`config.mk`:
```
export PLATFORM = sky130hd
export DESIGN_NAME = multiplier_datapath_flat
export DESIGN_NICKNAME = d
export VERILOG_FILES = /design/src/rtl/multiplier_datapath_pkg.sv /design/src/rtl/multiplier_datapath_if.sv /design/src/rtl/multiplier_datapath_adder.sv /design/src/rtl/multiplier_datapath.sv /design/src/flat_wrapper.sv
export SDC_FILE = /design/constraint.sdc
export NUM_CORES = 1
export LEC_CHECK = 0
export ABC_AREA = 1
export ABC_CLOCK_PERIOD_IN_PS = 2300
export CORE_AREA = 2 2 115 117
export DETAILED_ROUTE_END_ITERATION = 12
export DIE_AREA = 0 0 117 119
export PLACE_DENSITY = 0.8
export SYNTH_ARGS = -nofsm -noshare
export SYNTH_HDL_FRONTEND = slang
export SYNTH_SLANG_ARGS = --single-unit
```
`constraint.sdc`:
```
create_clock -name clk -period 2.3 [get_ports clk]
set_input_delay 0.69 -clock clk [delete_from_list [all_inputs] [get_ports clk]]
set_output_delay 0.69 -clock clk [all_outputs]
set_load 0.02 [all_outputs]
```
`src/rtl/multiplier_datapath_pkg.sv`:
```
// Shared constants for the shift-add multiplier (datapath and Control).
package mult_pkg;

  localparam int WIDTH  = 32;
  localparam int PWIDTH = 2 * WIDTH;

  typedef logic [5:0] funct_t;

  // Only this adder code performs an add; every other code passes through.
  localparam funct_t ADDU_FUNCT = 6'b100001;

endpackage : mult_pkg

```
`src/rtl/multiplier_datapath_if.sv`:
```
// Control <-> datapath bundle: step strobes and operands in, lsb/product back.
interface multiplier_datapath_if #(
  parameter int WIDTH = mult_pkg::WIDTH
);

  logic                 w_ctrl_Multiplicand;
  logic                 adding_ctrl;
  mult_pkg::funct_t     addu_ctrl;
  logic                 w_ctrl_Product;
  logic [WIDTH-1:0]     multiplicand_in;
  logic [WIDTH-1:0]     multiplier_in;
  logic                 lsb;
  logic [2*WIDTH-1:0]   product;

  // Control side.
  modport master (
    output w_ctrl_Multiplicand, adding_ctrl, addu_ctrl, w_ctrl_Product,
    output multiplicand_in, multiplier_in,
    input  lsb, product
  );

  // Datapath side.
  modport slave (
    input  w_ctrl_Multiplicand, adding_ctrl, addu_ctrl, w_ctrl_Product,
    input  multiplicand_in, multiplier_in,
    output lsb, product
  );

endinterface : multiplier_datapath_if

```
`src/rtl/multiplier_datapath_adder.sv`:
```
// WIDTH-bit unsigned adder with carry out; passes A through unless enabled
// with the ADDU code.
module mult_adder
  import mult_pkg::*;
#(
  parameter int WIDTH = mult_pkg::WIDTH
) (
  input  logic [WIDTH-1:0] a_i,
  input  logic [WIDTH-1:0] b_i,
  input  logic             en_i,
  input  funct_t           op_i,
  output logic [WIDTH:0]   sum_o
);

  logic add_en;

  assign add_en = en_i && (op_i == ADDU_FUNCT);

  // Add with carry, or pass A zero-extended.
  always_comb begin
    sum_o = {1'b0, a_i};
    if (add_en) begin
      sum_o = {1'b0, a_i} + {1'b0, b_i};
    end
  end

endmodule : mult_adder

```
`src/rtl/multiplier_datapath.sv`:
```
// Shift-add multiplier datapath: multiplicand register plus double-width
// product register, one add-and-shift step per w_ctrl_Product strobe.
module multiplier_datapath
  import mult_pkg::*;
#(
  parameter int WIDTH = mult_pkg::WIDTH
) (
  input  logic                 clk,
  input  logic                 rst,
  multiplier_datapath_if.slave dp
);

  localparam int PW = 2 * WIDTH;

  logic [WIDTH-1:0] mcand_q, mcand_d;
  // The adder carry lands in bit PW-1 after the right shift, so the
  // register above that column would always read zero and is not kept.
  logic [PW-1:0]    product_q, product_d;
  logic [WIDTH:0]   sum;

  mult_adder #(.WIDTH(WIDTH)) u_adder (
    .a_i   (product_q[PW-1:WIDTH]),
    .b_i   (mcand_q),
    .en_i  (dp.adding_ctrl),
    .op_i  (dp.addu_ctrl),
    .sum_o (sum)
  );

  // Next state: load has priority over step; otherwise hold.
  always_comb begin
    mcand_d   = mcand_q;
    product_d = product_q;
    if (dp.w_ctrl_Multiplicand) begin
      mcand_d   = dp.multiplicand_in;
      product_d = {{WIDTH{1'b0}}, dp.multiplier_in};
    end else if (dp.w_ctrl_Product) begin
      product_d = {sum, product_q[WIDTH-1:1]};
    end
  end

  // State registers with synchronous reset overriding every strobe.
  always_ff @(posedge clk) begin
    if (rst) begin
      mcand_q   <= '0;
      product_q <= '0;
    end else begin
      mcand_q   <= mcand_d;
      product_q <= product_d;
    end
  end

  assign dp.lsb     = product_q[0];
  assign dp.product = product_q;

endmodule : multiplier_datapath

```
`src/flat_wrapper.sv`:
```
// flat-port wrapper written by rule: the top's interface ports become plain ports
module multiplier_datapath_flat import mult_pkg::*;
#(
  parameter int WIDTH = mult_pkg::WIDTH
)
  (clk, rst, dp_w_ctrl_Multiplicand, dp_adding_ctrl, dp_addu_ctrl, dp_w_ctrl_Product, dp_multiplicand_in, dp_multiplier_in, dp_lsb, dp_product);
  multiplier_datapath_if #(.WIDTH(WIDTH)) dp_i ();
  input  logic clk;
  input  logic rst;
  input wire logic [$bits(dp_i.w_ctrl_Multiplicand)-1:0] dp_w_ctrl_Multiplicand;
  input wire logic [$bits(dp_i.adding_ctrl)-1:0] dp_adding_ctrl;
  input wire logic [$bits(dp_i.addu_ctrl)-1:0] dp_addu_ctrl;
  input wire logic [$bits(dp_i.w_ctrl_Product)-1:0] dp_w_ctrl_Product;
  input wire logic [$bits(dp_i.multiplicand_in)-1:0] dp_multiplicand_in;
  input wire logic [$bits(dp_i.multiplier_in)-1:0] dp_multiplier_in;
  output wire logic [$bits(dp_i.lsb)-1:0] dp_lsb;
  output wire logic [$bits(dp_i.product)-1:0] dp_product;
  assign dp_i.w_ctrl_Multiplicand = dp_w_ctrl_Multiplicand;
  assign dp_i.adding_ctrl = dp_adding_ctrl;
  assign dp_i.addu_ctrl = dp_addu_ctrl;
  assign dp_i.w_ctrl_Product = dp_w_ctrl_Product;
  assign dp_i.multiplicand_in = dp_multiplicand_in;
  assign dp_i.multiplier_in = dp_multiplier_in;
  assign dp_lsb = dp_i.lsb;
  assign dp_product = dp_i.product;
  multiplier_datapath #(.WIDTH(WIDTH)) u_core (.clk(clk), .rst(rst), .dp(dp_i));
endmodule
```
# [Word level (Yosys, flattened, before mapping)]
# Cells that the tools add are included.
[word_totals] mem_bits_ro=0 memories=0 latchBits=0 ramBits=0 reg_bits=96
[op_classes] order_cmp=0 n_mux=3 n_div=0 bitwise_logic=0 mul=0 n_eq_ne=1 reduce_logical=3 addsub=1 shift=0
[ops] op="$mux 32" count=2
[ops] op="$add 32x32->33" count=1
[ops] op="$mux 33" count=1
[ops] op="$eq 6x6->1 const B" count=1
[ops] op="$reduce_bool 2->1" count=1
[ops] op="$reduce_or 2->1" count=1
[ops] op="$logic_and 1x1->1" count=1

# [Logic depth before layout (Yosys ltp)]
# Gate-level depths: netlist of the first run.
[depth] depth_word=5 mapped_depth=13 depth_no_buf=13

# [By module]
# A second synthesis of the first run with hierarchy kept.
[unflattened] hier_cells=1140 hier_area_um2=6648.9
[by_module_without_submodules] mod="multiplier_datapath" area_each_um2=3822.4 seq_area_each_um2=1921.8 cells_each=552 instances=1
[by_module_without_submodules] mod="mult_adder" area_each_um2=2826.5 seq_area_each_um2=0.0 cells_each=588 instances=1

# [Worst setup path before layout of the first run]
# No wires, ideal clock.
[synth_timing] path_type="reg-to-reg" start="reg u_core.product_q[32] (netlist: u_core.dp.product[32])" end="reg u_core.product_q[47] (netlist: u_core.dp.product[47])" setup_slack_ns=0.284 stages_incl_launch_ff=11 n_path_buf=0 arrival_ns=1.883 required_ns=2.166 setup_ns=0.134 path_cell_list="dfxtp_1 ha_1 fa_1 nand3_1 nand3_1 a21oi_1 nor2_1 o21bai_1 nand3_1 nand2_1 a21oi_1"
[synth_via] elab_chain_cells=2
[synth_lines] element="start: declaration" line_no="multiplier_datapath.sv:18" rtl="logic [PW-1:0] product_q, product_d;"
[synth_lines] element="start signal: assignment" line_no="multiplier_datapath.sv:48" rtl="product_q <= product_d;"
[synth_lines] element="$add 32x32->33" line_no="multiplier_datapath_adder.sv:23" rtl="sum_o = {1'b0, a_i} + {1'b0, b_i};"
[synth_lines] element="$mux 33" line_no="multiplier_datapath_adder.sv:22" rtl="if (add_en) begin"
# No other way between the ends.
# A chain may end at the register's enable or synchronous reset.

# [Worst setup path in the final report of the first run]
[layout_timing] start="reg u_core.product_q[33] (netlist: u_core.dp.product[33])" end="out dp_product[33]"
[layout_rtl] element="end: declaration" line_no="flat_wrapper.sv:17" rtl="output wire logic [$bits(dp_i.product)-1:0] dp_product;"
# No word-level cell between the ends.

==> results of run 1 <==
timing repair:
item | in CTS | in global routing
gates resized for setup | 0 | 2
hold endpoints to repair | 0 | 0
endpoints found under the setup margin | 0 | 3
final timing paths:
kind / startpoint / to / slack [ns] / cells after the start
worst max register to register: u_core.dp.product[32] / u_core.dp.product[51] / 0.19 / 12
worst min register to register: u_core.mcand_q[20] / u_core.mcand_q[20] / 0.50 / 2
worst min-delay path: u_core.mcand_q[20] / u_core.mcand_q[20] / 0.50 / 2
worst max-delay path: u_core.dp.product[33] / dp_product[33] / 0.16 / 1
kinds of logic (layout without fill, tap and decap cells):
family / Yosys count / count (layout)
DFF: 96 / 96
adders and majority gates: 33 / 33
xor gates and xnor gates: 13 / 13
AOI/OAI and AO/OA: 147 / 147
and+or+nand+nor: 575 / 575
buffers and inverters: 207 / 337
routing by layer:
layer | vias up | share of wire
li1 | 3573 | -
met1 | 2987 | 0.45
met2 | 174 | 0.48
met3 | 18 | 0.056
met4 | 0 | 0.014
met5 | - | 0
registers in the layout, summed over array words and instances (netlist names):
signal	cells
u_core.dp.product	64
u_core.mcand_q	32
power by group through the flow:
stage | registers, mW | clock network, mW | logic [mW]
global route | 1.79 | 1.61 | 0.684
detailed placement | 1.82 | 0 | 0.615
CTS | 1.78 | 1.55 | 0.618
finish | 1.78 | 1.52 | 0.615
global placement | 1.82 | 0 | 0.606
floorplan | 1.85 | 0 | 0.301
Yosys cell counts, drive strengths merged:
| cell type | instances |
|---|---|
| nand4 | 3 |
| dlymetal6s2s | 1 |
| o21ai | 52 |
| xor2 | 11 |
| fa | 1 |
| nand2 | 345 |
| nand3b | 1 |
| nor2 | 168 |
| a21o | 1 |
| a22oi | 17 |
| dfxtp | 96 |
| xnor2 | 2 |
| clkbuf | 20 |
| o21bai | 5 |
| nand3 | 51 |
| dlygate4sd1 | 2 |
| clkinv | 1 |
| a21oi | 54 |
| ha | 32 |
| o221ai | 8 |
| nor3 | 7 |
| inv | 167 |
| buf | 16 |
| o211ai | 10 |
cell usage in the layout (no fill, tap or decap):
master	count
inv_1	166
o221ai_1	8
clkbuf_16	9
clkinv_1	1
nand4_1	3
a21oi_1	52
nor2_1	164
a22oi_1	17
nand3b_1	1
inv_6	2
nor2_2	3
o21ai_0	45
buf_2	1
inv_8	1
ha_1	32
o21bai_1	4
o211ai_1	10
nor2_4	1
a21oi_2	2
o21bai_2	1
o21ai_1	7
xor2_1	11
clkinv_8	2
fa_1	1
clkdlybuf4s50_1	138
dfxtp_1	96
nand3_1	46
buf_12	2
xnor2_1	2
nand3_2	5
nor3_1	6
clkinvlp_4	2
nand2_2	7
inv_2	1
nand2_1	338
a21o_1	1
nor3_2	1
buf_4	12
final cells by class:
class | count | area share
clock buffers | 9 | 0.02717
flip-flops and latches | 96 | 0.2318
multi-input cells | 768 | 0.4462
repair buffers | 153 | 0.1829
well taps | 176 | 0.02657
clock inverters | 7 | 0.009208
inverters | 168 | 0.07608
==> metrics.cfg, run 1 <==
[synthesis]
ys_seq_elements=96
synthSimpleGateAreaFrac=0.3573
synth.area.top_cells=dfxtp_1 30%, nand2_1 20%, inv_1 9.7%, nor2_1 9.6%, ha_1 6.2%
synthAdderAreaFrac=0.06532
synth_compound_area_frac=0.1330
yosysSeqAreaShare=0.2986
synthesis.area_mm2=0.006436
synth_area_per_cell_um2=6.009
yosys-mux-area-fraction=0
synth_xor_area_frac=0.01769
synth_cell_types=35
synth_largest_area_cell=dfxtp_1
ys_warn_count=0
synth_top_cell_area_share=0.2986
syn-num-nets=1179
postSynthCellCount=1071
synth_top_family_by_area=simple AND/OR/NAND/NOR gates

[final_layout]
finalNonFillerCells=1377
seq_area_mm2=0.001922
drive_gt1_frac=0.04330
multi_input_area_mm2=0.003699
nets=1304
final_area_mm2=0.008289
synthToLayoutAreaGrowth_pct=28.79
fill_cells=1228
final_core_util=0.6438
n_antenna_cell=0

[clock_network]
clockRootBuffer=clkbuf_16
cts_tree=built
ctsHoldBuffers=0
cts_setup_buffers=0
cts.htree.levels=3
cts_sinks=96
numCtsBuffers=9
clk_latency_ns=0.36
cts_buffer_depth=2
path_clk_slew_ns=0.07

[critical_path]
critPathMaxStageDelay_ns=0.66
worstSetupPathType=reg -> out
cp-end-kind=output pin
cpMaxStageDelayCell=clkdlybuf4s50_1
path_cells=clkdlybuf4s50_1
path_max_fanout=5
path_delay_family=buffers and inverters
critPathArrivalTime_ns=1.45
worstSetupStartpointType=flip-flop
crit_required_ns=1.61
worst-path-buf-inv=1

[power_and_ir_drop]
switching_share=0.2876
power.clock.fraction=0.389
peakVddDrop_v=0.0004022
pwr-share-seq=0.455
leakage_nw=4.096
internal_power_mw=2.794
p_total_mw=3.922
p_per_area_mw_per_mm2=473.1
comb_power_share=0.157
p_switching_mw=1.128

[detailed_routing]
ant_nets=0
routed_via_density=4.903
drc_errors=0
wire_per_inst_um=12.93
totalWireLength_mm=17.81
drt_iter0_drc=414
first_pass_iters=5
vias=6752

[timing]
finalSetupTns_ns=0
finalSetupViolCount=0
max_slew_margin=0.5874
rsz0062_at_grt=no
worst_clock_skew_ns=0.01164
finalHoldViolations=0
min_period_ns=2.144
post-route-period-util=0.9322
tightest_slew_ns=0.6189
drv_slew=0
layout_setup_ws_ns=0.1559
fmax_ghz=0.4664
hold_slack_ns=0.5037

[placement]
dp_cells=1361
placed_cell_area_mm2=0.007979
portBuffers=139
gp_routability_congestion=0.9407
pre_cts_slack_ns=0.05462
dp_hpwl_mm=13.58

[grt]
grt_use_met2=0.4418
grt_use_met1=0.3345
antenna_found_initial=0
grt_pass1_vias=6226
busiest_layer=met2
grt_max_degree=64
grt_pass1_wl_mm=29.12
grt-ovfl-total=0
met3_usage=0.05242
grt.total_usage=0.2606

[die]
initial_core_util=0.4999
core_area_mm2=0.01287
die_w_um=117
io_pins=140
rows=42
die_area_mm2=0.01392
die_h_um=119

[run_status]
outcome=completed

[run]
cap_viol_max_count=0

[hold_path]
hp-class=reg -> reg

Power figures use the tool's default switching activity.
==> inputs of run 2 (changes only) <==
CORE_AREA = 4 4 117 119   (was 2 2 115 117)
DIE_AREA = 0 0 121 123   (was 0 0 117 119)
HOLD_SLACK_MARGIN = 0.03   (was not set)
==> run 2 against run 1 <==
Compared with the run above:
- setup slack got worse by 0.024 ns
- non-clock buffer count rose by 5
- hold slack about the same
- total power grew 1.3%
- clock-buffer cell count rose by 1
- sequential share of layout area shrank 0.11 points
- largest cell class unchanged
- sequential power hardly changed
- clock power is 3% higher
- combinational power increased by 2%
- via count grew 0.68%
- flip-flop and latch count unchanged
==> metrics.cfg, run 2 (synthesis gave the netlist of run 1 again) <==
[final_layout]
final_cell_mix=338 x nand2_1, 166 x inv_1, 164 x nor2_1  ; unchanged
n_antenna_cell=0  ; unchanged
largest_register_ffs=64  ; unchanged
synthToLayoutAreaGrowth_pct=29.41  ; was 28.79%
nets=1309  ; was 1304
fill_cells=1222  ; was 1228
final_common_cell=nand2_1  ; unchanged
drive_gt1_frac=0.04561  ; was 0.04330

[clock_network]
clockRootBuffer=clkbuf_16  ; unchanged
ctsHoldBuffers=0  ; unchanged
path_clk_slew_ns=0.07  ; about the same
cts_setup_buffers=0  ; unchanged
clk_latency_ns=0.36  ; about the same
numCtsBuffers=9  ; unchanged
cts_sinks=96  ; unchanged
cts_buffer_depth=2  ; unchanged
cts.htree.levels=3  ; unchanged
cts_tree=built  ; unchanged

[critical_path]
worstSetupStartpointType=flip-flop  ; unchanged
r2r_end=u_core.dp.product[47]  ; was u_core.dp.product[51]
r2r_start=u_core.dp.product[32]  ; unchanged
crit_required_ns=2.54  ; was 1.61 ns
cpMaxStageDelayCell=fa_1  ; was clkdlybuf4s50_1
path_delay_family=adder cells  ; was buffers and inverters
critPathMaxStageDelay_ns=0.40  ; was 0.66 ns
worstSetupPathType=reg -> reg  ; was reg -> out
rrSetupSlack_ns=0.13  ; was 0.19 ns
path_common_cell=nand3_1
cp-end-kind=flip-flop  ; was output pin
critPathArrivalTime_ns=2.41  ; was 1.45 ns
worst-path-buf-inv=0  ; was 1
path_max_fanout=4  ; was 5
rr_worst_depth=10  ; was 12
path_cells=ha_1 > fa_1 > nand3_1 > nand3_1 > a21oi_2 > nor2_1 > o21bai_1 > nand3_1 > nand2_1 > a21oi_1  ; was clkdlybuf4s50_1

[die]
io_pins=140  ; unchanged
die_h_um=123  ; was 119 um
die_area_mm2=0.01488  ; was 0.01392 mm^2
rows=41  ; was 42
die_w_um=121  ; was 117 um
initial_core_util=0.5121  ; was 0.4999
core_area_mm2=0.01257  ; was 0.01287 mm^2

[timing]
tightest_slew_ns=0.4108  ; was 0.6189 ns
finalSetupTns_ns=0  ; unchanged
post-route-period-util=0.9427  ; was 0.9322
max_slew_margin=0.7258  ; was 0.5874
drv_slew=0  ; unchanged
finalSetupViolCount=0  ; unchanged
finalHoldViolations=0  ; unchanged
worst_clock_skew_ns=0.01355  ; was 0.01164 ns
min_period_ns=2.168  ; was 2.144 ns
rsz0062_at_grt=no  ; unchanged
fmax_ghz=0.4612  ; was 0.4664 GHz

[detailed_routing]
ant_nets=0  ; unchanged
drc_errors=0  ; unchanged
totalWireLength_mm=18.57  ; was 17.81 mm
routed_via_density=4.933  ; was 4.903
first_pass_iters=5  ; unchanged
vias=6798  ; was 6752
wire_per_inst_um=13.48  ; was 12.93 um
drt_iter0_drc=506  ; was 414

[hold_path]
hold_start=u_core.dp.product[55]  ; was u_core.mcand_q[20]
hp-class=reg -> reg  ; unchanged
hold_depth=2  ; unchanged
holdPathEnd=u_core.dp.product[55]  ; was u_core.mcand_q[20]

[power_and_ir_drop]
power.clock.fraction=0.394  ; was 0.389
leakage_nw=4.130  ; was 4.096 nW
p_per_area_mw_per_mm2=477.1  ; was 473.1 mW/mm^2
p_total_mw=3.974  ; was 3.922 mW
internal_power_mw=2.895  ; was 2.794 mW
comb_power_share=0.158  ; was 0.157
switching_share=0.2717  ; was 0.2876
peakVddDrop_v=0.0005053  ; was 0.0004022 V
p_switching_mw=1.080  ; was 1.128 mW
pwr-share-seq=0.449  ; was 0.455

[placement]
dp_hpwl_mm=14.39  ; was 13.58 mm
portBuffers=139  ; unchanged
gp_routability_congestion=0.9624  ; was 0.9407

[grt]
grt.total_usage=0.2501  ; was 0.2606
grt_max_degree=59  ; was 64
grt-ovfl-total=0  ; unchanged
grt_pass1_wl_mm=30.12  ; was 29.12 mm
grt_pass1_vias=6296  ; was 6226
antenna_found_initial=0  ; unchanged

[run]
cap_viol_max_count=0  ; unchanged

[run_status]
outcome=completed  ; unchanged

-- run 2: cell count changes in the layout (fill, tap and decap cells not counted), sizes merged --
cell | before | now
inv | 170 | 171
clkinv | 3 | 2
clkinvlp | 2 | 0
bufinv | 0 | 1
buf | 15 | 20
clkbuf | 9 | 10
-- run 2: worst min-delay path: stages (launching register included) --
cell and delay (ns):
dfxtp_1 0.33, nand2_1 0.07, a21oi_1 0.06
-- run 2: final cells by class --
| cell class | count | area [um^2] | area share |
|---|---|---|---|
| clock inverters | 6 | 72.57 | 0.008713 |
| multi-input cells | 768 | 3694 | 0.4434 |
| flip-flops and latches | 96 | 1922 | 0.2307 |
| well taps | 172 | 215.2 | 0.02584 |
| clock buffers | 10 | 229.0 | 0.02749 |
| repair buffers | 158 | 1567 | 0.1881 |
| inverters | 168 | 630.6 | 0.07571 |
-- run 2: per-layer routing --
layer	vias up	wire (um)	global-route usage
met5	-	0	0
li1	3585	-	-
met2	186	8676	0.4165
met3	20	1306	0.06496
met4	0	230	0.05666
met1	3007	8357	0.3269
-- run 2: what timing repair did --
action                                  CTS  global route
endpoints found under the hold margin     0             0
resized for setup                         0             1
endpoints found under the setup margin    0             1
-- run 2: worst max path at each step --
| stage | slack (ns) | cells past startpoint | startpoint | end |
|---|---|---|---|---|
| after global placement | 0.12 | 11 | dp_addu_ctrl[3] | u_core.dp.product[36] |
| after CTS | 0.07 | 10 | u_core.dp.product[32] | u_core.dp.product[47] |
| after detailed placement | 0.08 | 11 | dp_addu_ctrl[3] | u_core.dp.product[45] |
| final | 0.13 | 10 | u_core.dp.product[32] | u_core.dp.product[47] |
| after floorplan | 0.28 | 10 | u_core.dp.product[32] | u_core.dp.product[47] |
| after global routing | 0.01 | 12 | u_core.dp.product[32] | u_core.dp.product[51] |
-- run 2: power groups by stage --
stage / Clock, mW / Combinational (mW) / Sequential [mW]
2_1_floorplan: 0 / 0.301 / 1.85
3_3_place_gp: 0 / 0.618 / 1.82
3_5_place_dp: 0 / 0.626 / 1.82
4_1_cts: 1.60 / 0.630 / 1.78
5_1_grt: 1.67 / 0.693 / 1.79
6_report: 1.56 / 0.626 / 1.78
-- run 2: per-stage QoR --
step	cells	setup WS [ns]	hold slack, ns	area (um^2)	utilization
after global placement	1362	0.1218	0.4852	8024	0.6384
after global routing	1378	0.009512	0.5319	8329	0.6627
after floorplan	1071	0.2836	0.4669	6436	-
after detailed placement	1362	0.07607	0.4909	8024	0.6384
final	1378	0.1319	0.5032	8329	0.6627
after CTS	1378	0.07054	0.5041	8325	0.6624
